$ cat src/rtl/fmul_round_pack_pkg.sv
// Shared FP32 constants, classification enum and unpacked-operand struct for the
// multiplier back end (round/pack stage).
package fpu_pkg;

    localparam logic [7:0]  EXP_MAX   = 8'hff;
    localparam int          EXP_BIAS  = 127;
    localparam logic [22:0] QNAN_MANT = 23'h400000;

    typedef enum logic [1:0] {
        FP_NORMAL,
        FP_ZERO,
        FP_INF,
        FP_NAN
    } fp_class_t;

    typedef struct packed {
        logic        sign;
        logic [7:0]  exp;
        logic [23:0] frac;
    } fp_unpacked_t;

    // Error beats overflow beats exponent-all-ones beats zero.
    function automatic fp_class_t classify(input logic err, input logic ovf, input logic [7:0] exp);
        if (err)
            return FP_NAN;
        if (ovf || exp == EXP_MAX)
            return FP_INF;
        if (exp == 8'd0)
            return FP_ZERO;
        return FP_NORMAL;
    endfunction

endpackage

$ cat src/rtl/fmul_round_pack_if.sv
// Handshake bus between the FP32 multiplier core (master) and the round/pack
// stage (slave), covering both the unpacked input side and the packed output side.
interface fmul_round_pack_if;

    logic        in_valid;
    logic        in_ready;
    logic        in_sign;
    logic [7:0]  in_exp;
    logic [23:0] in_frac;
    logic        in_error;
    logic        in_overflow;

    logic        out_valid;
    logic        out_ready;
    logic [31:0] out_result;
    logic        out_invalid;
    logic        out_ovf;
    logic        out_inexact;

    modport master (
        output in_valid, in_sign, in_exp, in_frac, in_error, in_overflow, out_ready,
        input  in_ready, out_valid, out_result, out_invalid, out_ovf, out_inexact
    );

    modport slave (
        input  in_valid, in_sign, in_exp, in_frac, in_error, in_overflow, out_ready,
        output in_ready, out_valid, out_result, out_invalid, out_ovf, out_inexact
    );

endinterface

$ cat src/rtl/fmul_round_pack_round_inc.sv
// Mantissa round increment with carry into the exponent; flags the case where the
// carry pushes the exponent to all-ones, which saturates the result to infinity.
module fp_round_inc
    import fpu_pkg::*;
(
    input  logic [7:0]  i_exp,
    input  logic [22:0] i_mant,
    input  logic        i_inc,
    output logic [7:0]  o_exp,
    output logic [22:0] o_mant,
    output logic        o_ovf
);

    logic        w_carry;
    logic [22:0] w_sum;
    logic [7:0]  w_exp_inc;

    assign {w_carry, w_sum} = {1'b0, i_mant} + {23'd0, i_inc};
    assign w_exp_inc        = i_exp + 8'd1;
    assign o_ovf            = w_carry && (w_exp_inc == EXP_MAX);

    // A carry out of the mantissa leaves it all-zero and bumps the exponent.
    always_comb begin
        o_exp  = i_exp;
        o_mant = w_sum;
        if (w_carry) begin
            o_exp  = w_exp_inc;
            o_mant = '0;
        end
    end

endmodule

$ cat src/rtl/fmul_round_pack.sv
// Two-stage round-and-pack pipeline for FP32 multiplier results with sticky flags.
// Define FMUL_ROUND_NEAREST_EN to round on the guard bit; default build truncates.
module fmul_round_pack
    import fpu_pkg::*;
#(
    parameter int CNT_W = 16
) (
    input  logic                clk,
    input  logic                rst,
    fmul_round_pack_if.slave    bus,
    input  logic                flag_clr,
    output logic [3:0]          flags,
    output logic [CNT_W-1:0]    result_cnt
);

    fp_unpacked_t w_in_op;
    fp_class_t    w_in_class;
    logic         w_in_inc;
    logic         w_s1_adv;
    logic         w_s2_adv;
    logic         w_out_fire;
    logic [3:0]   w_new_flags;

    logic         r_s1_valid;
    fp_class_t    r_s1_class;
    logic         r_s1_sign;
    logic         r_s1_ovf;
    logic [7:0]   r_s1_exp;
    logic [22:0]  r_s1_mant;
    logic         r_s1_inc;
    logic         r_s1_inexact;

    logic [7:0]   w_rnd_exp;
    logic [22:0]  w_rnd_mant;
    logic         w_rnd_ovf;
    logic [31:0]  w_pack_result;
    logic         w_pack_invalid;
    logic         w_pack_ovf;
    logic         w_pack_zero;

    logic         r_s2_valid;
    logic [31:0]  r_out_result;
    logic         r_out_invalid;
    logic         r_out_ovf;
    logic         r_out_inexact;
    logic         r_out_zero;

    logic [3:0]       r_flags;
    logic [CNT_W-1:0] r_cnt;

    assign w_s2_adv   = !r_s2_valid || bus.out_ready;
    assign w_s1_adv   = !r_s1_valid || w_s2_adv;
    assign w_out_fire = r_s2_valid && bus.out_ready;

    assign w_in_op    = {bus.in_sign, bus.in_exp, bus.in_frac};
    assign w_in_class = classify(bus.in_error, bus.in_overflow, w_in_op.exp);

`ifdef FMUL_ROUND_NEAREST_EN
    assign w_in_inc = (w_in_class == FP_NORMAL) && w_in_op.frac[0];
`else
    assign w_in_inc = 1'b0;
`endif

    always_ff @(posedge clk) begin
        if (rst) begin
            r_s1_valid   <= 1'b0;
            r_s1_class   <= FP_ZERO;
            r_s1_sign    <= 1'b0;
            r_s1_ovf     <= 1'b0;
            r_s1_exp     <= '0;
            r_s1_mant    <= '0;
            r_s1_inc     <= 1'b0;
            r_s1_inexact <= 1'b0;
        end else if (w_s1_adv) begin
            r_s1_valid <= bus.in_valid;
            if (bus.in_valid) begin
                r_s1_class   <= w_in_class;
                r_s1_sign    <= w_in_op.sign;
                r_s1_ovf     <= bus.in_overflow;
                r_s1_exp     <= w_in_op.exp;
                r_s1_mant    <= w_in_op.frac[23:1];
                r_s1_inc     <= w_in_inc;
                r_s1_inexact <= (w_in_class == FP_NORMAL) && w_in_op.frac[0];
            end
        end
    end

    fp_round_inc u_round_inc (
        .i_exp  (r_s1_exp),
        .i_mant (r_s1_mant),
        .i_inc  (r_s1_inc),
        .o_exp  (w_rnd_exp),
        .o_mant (w_rnd_mant),
        .o_ovf  (w_rnd_ovf)
    );

    // Normal results take the rounded word; specials override it entirely.
    always_comb begin
        w_pack_result  = {r_s1_sign, w_rnd_exp, w_rnd_mant};
        w_pack_invalid = 1'b0;
        w_pack_ovf     = 1'b0;
        w_pack_zero    = 1'b0;
        case (r_s1_class)
            FP_NAN: begin
                w_pack_result  = {r_s1_sign, EXP_MAX, QNAN_MANT};
                w_pack_invalid = 1'b1;
            end
            FP_INF: begin
                if (r_s1_ovf) begin
                    w_pack_result = {r_s1_sign, EXP_MAX, 23'd0};
                    w_pack_ovf    = 1'b1;
                end else begin
                    w_pack_result = {r_s1_sign, EXP_MAX, r_s1_mant};
                end
            end
            FP_ZERO: begin
                w_pack_result = {r_s1_sign, 8'd0, 23'd0};
                w_pack_zero   = 1'b1;
            end
            default: begin
                w_pack_ovf = w_rnd_ovf;
            end
        endcase
    end

    always_ff @(posedge clk) begin
        if (rst) begin
            r_s2_valid    <= 1'b0;
            r_out_result  <= '0;
            r_out_invalid <= 1'b0;
            r_out_ovf     <= 1'b0;
            r_out_inexact <= 1'b0;
            r_out_zero    <= 1'b0;
        end else if (w_s2_adv) begin
            r_s2_valid <= r_s1_valid;
            if (r_s1_valid) begin
                r_out_result  <= w_pack_result;
                r_out_invalid <= w_pack_invalid;
                r_out_ovf     <= w_pack_ovf;
                r_out_inexact <= r_s1_inexact;
                r_out_zero    <= w_pack_zero;
            end
        end
    end

    assign w_new_flags = w_out_fire ? {r_out_zero, r_out_inexact, r_out_ovf, r_out_invalid} : 4'b0000;

    // A clear in the same cycle as a delivery keeps only the freshly delivered bits.
    always_ff @(posedge clk) begin
        if (rst) begin
            r_flags <= 4'b0000;
            r_cnt   <= '0;
        end else begin
            r_flags <= flag_clr ? w_new_flags : (r_flags | w_new_flags);
            if (w_out_fire && (r_cnt != {CNT_W{1'b1}}))
                r_cnt <= r_cnt + CNT_W'(1);
        end
    end

    assign bus.in_ready    = w_s1_adv;
    assign bus.out_valid   = r_s2_valid;
    assign bus.out_result  = r_out_result;
    assign bus.out_invalid = r_out_invalid;
    assign bus.out_ovf     = r_out_ovf;
    assign bus.out_inexact = r_out_inexact;
    assign flags           = r_flags;
    assign result_cnt      = r_cnt;

endmodule

$ cat src/flat_wrapper.sv
// flat-port wrapper written by rule: the top's interface ports become plain ports
module fmul_round_pack_flat import fpu_pkg::*;
#(
    parameter int CNT_W = 16
)
  (clk, rst, flag_clr, flags, result_cnt, bus_in_valid, bus_in_sign, bus_in_exp, bus_in_frac, bus_in_error, bus_in_overflow, bus_out_ready, bus_in_ready, bus_out_valid, bus_out_result, bus_out_invalid, bus_out_ovf, bus_out_inexact);
  fmul_round_pack_if bus_i ();
  input  logic clk;
  input  logic rst;
  input  logic flag_clr;
  output logic [3:0] flags;
  output logic [CNT_W-1:0] result_cnt;
  input wire logic [$bits(bus_i.in_valid)-1:0] bus_in_valid;
  input wire logic [$bits(bus_i.in_sign)-1:0] bus_in_sign;
  input wire logic [$bits(bus_i.in_exp)-1:0] bus_in_exp;
  input wire logic [$bits(bus_i.in_frac)-1:0] bus_in_frac;
  input wire logic [$bits(bus_i.in_error)-1:0] bus_in_error;
  input wire logic [$bits(bus_i.in_overflow)-1:0] bus_in_overflow;
  input wire logic [$bits(bus_i.out_ready)-1:0] bus_out_ready;
  output wire logic [$bits(bus_i.in_ready)-1:0] bus_in_ready;
  output wire logic [$bits(bus_i.out_valid)-1:0] bus_out_valid;
  output wire logic [$bits(bus_i.out_result)-1:0] bus_out_result;
  output wire logic [$bits(bus_i.out_invalid)-1:0] bus_out_invalid;
  output wire logic [$bits(bus_i.out_ovf)-1:0] bus_out_ovf;
  output wire logic [$bits(bus_i.out_inexact)-1:0] bus_out_inexact;
  assign bus_i.in_valid = bus_in_valid;
  assign bus_i.in_sign = bus_in_sign;
  assign bus_i.in_exp = bus_in_exp;
  assign bus_i.in_frac = bus_in_frac;
  assign bus_i.in_error = bus_in_error;
  assign bus_i.in_overflow = bus_in_overflow;
  assign bus_i.out_ready = bus_out_ready;
  assign bus_in_ready = bus_i.in_ready;
  assign bus_out_valid = bus_i.out_valid;
  assign bus_out_result = bus_i.out_result;
  assign bus_out_invalid = bus_i.out_invalid;
  assign bus_out_ovf = bus_i.out_ovf;
  assign bus_out_inexact = bus_i.out_inexact;
  fmul_round_pack #(.CNT_W(CNT_W)) u_core (.clk(clk), .rst(rst), .bus(bus_i), .flag_clr(flag_clr), .flags(flags), .result_cnt(result_cnt));
endmodule
$ cat config.mk
export PLATFORM = sky130hd
export DESIGN_NAME = fmul_round_pack_flat
export DESIGN_NICKNAME = d
export VERILOG_FILES = /design/src/rtl/fmul_round_pack_pkg.sv /design/src/rtl/fmul_round_pack_if.sv /design/src/rtl/fmul_round_pack_round_inc.sv /design/src/rtl/fmul_round_pack.sv /design/src/flat_wrapper.sv
export SDC_FILE = /design/constraint.sdc
export NUM_CORES = 1
export LEC_CHECK = 0
export ABC_AREA = 1
export BUFFER_PORTS_ARGS = -buffer_cell sky130_fd_sc_hd__buf_2
export CAP_MARGIN = 20
export CORE_MARGIN = 2
export CORE_UTILIZATION = 55
export CTS_BUF_LIST = sky130_fd_sc_hd__clkbuf_2 sky130_fd_sc_hd__clkbuf_4 sky130_fd_sc_hd__clkbuf_8
export DETAILED_ROUTE_END_ITERATION = 6
export PLACE_DENSITY_LB_ADDON = 0.05
export SLEW_MARGIN = 10
export SYNTH_ARGS = -nofsm -noshare
export SYNTH_HDL_FRONTEND = slang
export SYNTH_SLANG_ARGS = --single-unit
$ cat constraint.sdc
create_clock -name clk -period 1.7 [get_ports clk]
set_clock_uncertainty 0.1 [all_clocks]
set_input_delay 0.17 -clock clk [delete_from_list [all_inputs] [get_ports clk]]
set_output_delay 0.17 -clock clk [all_outputs]
set_load 0.01 [all_outputs]
==> impl_metrics.csv, run 1 <==
group,metric,value,unit
run_status,status,"finished clean",
grt,grt_pass1_vias,3511,
clocking,cts_tree,"built",
finish,nNetsFinal,675,
grt,grt_overflow,0,
grt,grt_first_pass_wirelength,16200,um
clocking,htree_levels,3,
routing,routedWlPerCell,13.8,um
routing,viasPerCell,5.28,
worst_setup_path,path_cells,"nand3_1, nand2_1, inv_2, o21ai_0, a21oi_1",
grt,use_met1,33.9,%
floorplan,initial_core_util,56.4,%
routing,ant_nets,0,
finish,final_area,4900,um^2
worst_setup_path,endpoint_kind,"flip-flop",
clocking,cts.sinks,94,
worst_setup_path,cp_slowest_stage_delay,0.48,ns
routing,drt_first_pass_iters,5,
sta,setup_viol,0,
routing,drt-initial-drc-count,152,
finish,seq_area,1880,um^2
finish,fillers,579,
place,port_buffers,96,
clocking,clock-root-buffer,"clkbuf_8",
floorplan,fp.dieW,87.2,um
worst_setup_path,crit_path_start_kind,"flip-flop",
worst_setup_path,slowest_stage,"inv_2",
grt,antenna_found_initial,0,
finish,drive_gt1_share,24.1,%
synthesis,syn_area,3810,um^2
sta,finalCritPeriodShare,92.5,%
finish,diodes,0,
floorplan,rows,30,
clocking,clk_pin_slew_worst_paths,0.09,ns
worst_setup_path,critical_path_buf_inv_count,1,
floorplan,dieArea,7610,um^2
sta,hold_violations,0,
floorplan,die_h,87.2,um
synthesis,synth_edf_count,0,
synthesis,syn_avg_cell_area,7.47,um^2
finish,multiInputGateArea,1730,um^2
synthesis,yosys_warnings,0,
sta,fin_tns_setup,0,ns
worst_setup_path,required,1.88,ns
synthesis,ys_ff_latch,94,
routing,drc,0,
grt,grt_max_degree,36,
grt,gr-usage-met2,46.6,%
worst_setup_path,critPathMaxFanout,35,
routing,num_vias,3798,
synthesis,synth_cell_types,30,
pwr,p_per_area,935,nW/um^2
grt,grt_busiest_layer,"met2",
synthesis,seq_area_frac_synth,49.4,%
place,finalWeightedCongestion,0.851,
floorplan,io_pins,97,
floorplan,core,6760,um^2
sta,fmax,636,MHz
place,hpwl,6500,um
sta,slew-limit-headroom,57.5,%
sta,post-route-min-period,1.57,ns
clocking,clockBufferDepth,2,
worst_setup_path,cp_top_family,"buffers and inverters",
hold_path,hp-class,"in -> reg",
finish,areaGrowthSynthToFinish,28.5,%
synthesis,syn_nets,551,
grt,grt_use_total,26.8,%
pwr,ir_drop,0.000584,V
synthesis,netlist_instances,510,
grt,grt_use_met3,4.93,%
pwr,leakage,2.17,nW
worst_setup_path,path_class,"reg -> reg",
sta,slew_viol_final,0,
routing,wirelength,9930,um
clocking,worstSkewPairLatency,0.36,ns
run,drv_cap,0,
clocking,cts_buffers,9,
synthesis,ys.flop_type,"dfxtp_1",
place,dpl_cell_area,4400,um^2
worst_setup_path,cp.arrival,1.75,ns
sta,worst_slew_pin_slew,0.637,ns
synthesis,ys_async_sr_fraction,0,%
## cells in the mapped netlist (2+ instances only)
cell	n	area [um^2]
nand3_1	8	40.0
buf_2	9	45.0
xnor2_1	2	17.5
nor3_1	22	110
a21oi_1	23	115
buf_1	4	15.0
xor2_1	4	35.0
o21ai_0	51	255
nand2_1	87	327
nor2_4	4	45.0
clkbuf_1	14	52.6
nor2_1	122	458
dfxtp_1	94	1880
nand4_1	6	37.5
a31oi_1	23	144
inv_2	2	7.51
a21oi_2	8	70.1
inv_1	15	56.3
## cells in the final DEF (no fill, tap or decap), types with 2 or more instances in the layout
cell	instances
a31oi_1	23
nor2_1	122
xnor2_1	2
o21ai_0	51
bufinv_16	2
a21oi_1	23
a21oi_2	8
dfxtp_1	93
nand4_1	6
xor2_1	4
nand3_1	8
inv_6	2
nand2_1	87
nor2_4	4
dlygate4sd3_1	23
inv_1	15
inv_2	2
nor3_1	22
buf_2	96
clkinv_2	2
clkbuf_8	9
buf_4	22
## layout make-up
class	count	share of cell area (%)
sequential	94	38.4
multi-input combinational	368	35.2
timing repair buffer	142	18.3
clock buffer	9	2.53
tap	80	2.04
clock inverter	7	1.97
inverter	19	1.51
## repair_timing
item / 4_1_cts / 5_1_grt
hold buffers: 23 / 0
setup endpoints to repair: 0 / 15
gates resized for setup: 0 / 2
setup buffers: 0 / 4
endpoints found under the hold margin: 25 / 0
## layer usage
metal,wire length (um),up-vias
met3,494,9
met2,4890,104
met5,0,-
met4,86,0
li1,-,1922
met1,4460,1763
## report_power, final
part           total [W]  switching, W  internal (W)  leakage, nW
Combinational   0.000532      0.000307      0.000225         1.28
Sequential       0.00239     0.0000664       0.00232        0.773
Clock            0.00166      0.000820      0.000837        0.114
## registers in the layout (all words and copies together) (netlist names), 2 cells and up
signal                 flops
u_core.result_cnt         16
u_core.r_s1_exp            8
u_core.r_s1_class          2
u_core.flags               4
u_core.bus.out_result     32
u_core.r_s1_mant          23
## through the flow
stage	setup WS, ns	std cells	utilization, %	hold slack (ns)	power (W)
after floorplan	0.0504	510	-	0.218	0.00272
after global placement	0.126	676	65.1	0.320	0.00290
after detailed placement	0.0483	676	65.1	0.324	0.00292
after CTS	0.0334	715	71.8	0.00163	0.00456
after global routing	-0.00192	719	72.5	0.00100	0.00475
final	0.127	719	72.5	0.00719	0.00458
## kinds of logic (layout without fill, tap and decap cells)
group	Yosys count	count (layout)	synth area share [%]
AND/OR/NAND/NOR	254	254	27.7
AO/OA/AOI/OAI	107	107	15.8
flip-flops	94	94	49.4
buffers and inverters	48	177	5.42
XOR/XNOR	6	6	1.38
adder cells (fa/ha/maj)	1	1	0.328
## worst paths after layout
check / from / to / slack, ns / depth (start not counted)
hold / removal: bus_in_exp[4] / u_core.r_s1_exp[4] / 0.007 / 3
hold reg to reg: u_core.flags[3] / u_core.flags[3] / 0.37 / 2
setup / recovery: u_core.bus.out_valid / u_core.r_s1_exp[6] / 0.13 / 5
setup reg to reg: u_core.bus.out_valid / u_core.r_s1_exp[6] / 0.13 / 5
## tightest hold or removal path, stage by stage
cell and delay (ns):
buf_2 0.10, o21ai_0 0.08, nor2_1 0.07
Note: power is estimated with default switching activity, not from simulation.
==> run 2, diff against run 1 <==
--- a/config.mk
+++ b/config.mk
@@ -12,7 +12,7 @@
 export CORE_UTILIZATION = 55
 export CTS_BUF_LIST = sky130_fd_sc_hd__clkbuf_2 sky130_fd_sc_hd__clkbuf_4 sky130_fd_sc_hd__clkbuf_8
 export DETAILED_ROUTE_END_ITERATION = 6
-export PLACE_DENSITY_LB_ADDON = 0.05
+export PLACE_DENSITY = 0.82
 export SLEW_MARGIN = 10
 export SYNTH_ARGS = -nofsm -noshare
 export SYNTH_HDL_FRONTEND = slang
==> impl_metrics.csv, run 2 (same netlist as run 1, synthesis figures left out) <==
group,metric,value,unit
pwr,ir_drop,0.000524,V
floorplan,rows,30,
worst_setup_path,required,1.85,ns
sta,hold_violations,0,
place,finalWeightedCongestion,0.852,
floorplan,io_pins,97,
finish,final_cell_mix,"nor2_1, buf_2, dfxtp_1",
place,port_buffers,96,
grt,grt_max_degree,46,
sta,fin_tns_setup,0,ns
sta,fmax,621,MHz
routing,drt_first_pass_iters,4,
worst_setup_path,endpoint_kind,"flip-flop",
routing,num_vias,3806,
finish,drive_gt1_share,23.2,%
grt,grt_use_total,24.8,%
grt,antenna_found_initial,0,
grt,grt_overflow,0,
sta,rsz0062_at_grt,"false",
routing,routedWlPerCell,13.1,um
place,hpwl,6070,um
grt,grt_first_pass_wirelength,15100,um
finish,diodes,0,
routing,ant_nets,0,
worst_setup_path,crit_path_start_kind,"flip-flop",
sta,setup_viol,0,
routing,viasPerCell,5.30,
finish,largest_reg_flops,32,
floorplan,core,6760,um^2
run_status,status,"finished clean",
clocking,clockBufferDepth,2,
clocking,worstSkewPairLatency,0.36,ns
floorplan,die_h,87.2,um
worst_setup_path,rrSetupSlack,0.09,ns
sta,worst_slew_pin_slew,0.419,ns
floorplan,dieArea,7610,um^2
clocking,cts_buffers,9,
clocking,clk_pin_slew_worst_paths,0.09,ns
finish,final_common_cell,"nor2_1",
worst_setup_path,critPathMaxFanout,6,
clocking,cts.sinks,94,
grt,grt_pass1_vias,3335,
finish,nNetsFinal,674,
floorplan,fp.dieW,87.2,um
hold_path,hp-class,"in -> reg",
pwr,leakage,2.15,nW
clocking,cts_tree,"built",
sta,post-route-min-period,1.61,ns
sta,slew-limit-headroom,72.0,%
pwr,finalPower,0.00444,W
routing,drc,0,
finish,areaGrowthSynthToFinish,28.2,%
clocking,clock-root-buffer,"clkbuf_8",
run,drv_cap,0,
sta,slew_viol_final,0,
worst_setup_path,path_class,"reg -> reg",
clocking,htree_levels,3,
floorplan,initial_core_util,56.4,%
pwr,p_per_area,908,nW/um^2
sta,finalCritPeriodShare,94.7,%
routing,wirelength,9410,um
routing,drt-initial-drc-count,174,
worst_setup_path,cp.arrival,1.76,ns
==> run 2: timing repair <==
item | in CTS | in global routing
resized for setup | 0 | 2
endpoints found under the setup margin | 0 | 15
hold buffers | 26 | 1
hold endpoints to repair | 26 | 1
buffers inserted | 0 | 3
==> run 2: worst paths after layout <==
| path | startpoint | depth (start not counted) | end |
|---|---|---|---|
| hold / removal | bus_in_exp[0] | 3 | u_core.r_s1_exp[0] |
| setup reg to reg | u_core.result_cnt[0] | 9 | u_core.result_cnt[1] |
| hold reg to reg | u_core.r_out_zero | 2 | u_core.flags[3] |
| setup / recovery | u_core.result_cnt[0] | 9 | u_core.result_cnt[1] |
==> run 2: power by group <==
group / switching, W / leakage (nW) / internal, W
logic: 0.000302 / 1.27 / 0.000231
registers: 0.0000640 / 0.773 / 0.00232
clock network: 0.000817 / 0.102 / 0.000701
total: 0.00118 / 2.15 / 0.00325
==> run 2: critical path: stages (launching register included) <==
cell and delay (ns):
dfxtp_1 0.36, ha_2 0.21, inv_2 0.05, nor2_4 0.15
nand2_4 0.08, nor2_4 0.12, nor2_4 0.08, buf_4 0.15
o21ai_0 0.16, nor2_1 0.05
==> run 2: final cells by class <==
type	count	area, um^2
flip-flops and latches	94	1880
fillers	558	1870
multi-input cells	368	1730
repair buffers	141	898
clock buffers	9	124
well taps	80	100
clock inverters	7	80.1
inverters	19	76.3
==> run 2: stage by stage <==
step | utilization [%] | instances | cell area [um^2] | setup slack (ns) | hold WS (ns)
after floorplan | - | 510 | 3810 | 0.0504 | 0.218
after global placement | 64.9 | 672 | 4380 | 0.137 | 0.318
after detailed placement | 64.9 | 672 | 4380 | 0.0635 | 0.327
after CTS | 71.8 | 714 | 4850 | 0.0466 | 0.00805
after global routing | 72.3 | 718 | 4890 | 0.00720 | 0.0194
final | 72.3 | 718 | 4890 | 0.0906 | 0.0117
==> run 2: metal layers <==
layer	GRT usage, %	part of all wire (%)	vias up
li1	-	-	1926
met3	4.64	5.4	23
met1	31.8	43	1723
met2	40.8	50	134
met4	10.5	2.0	0
met5	0	0	-
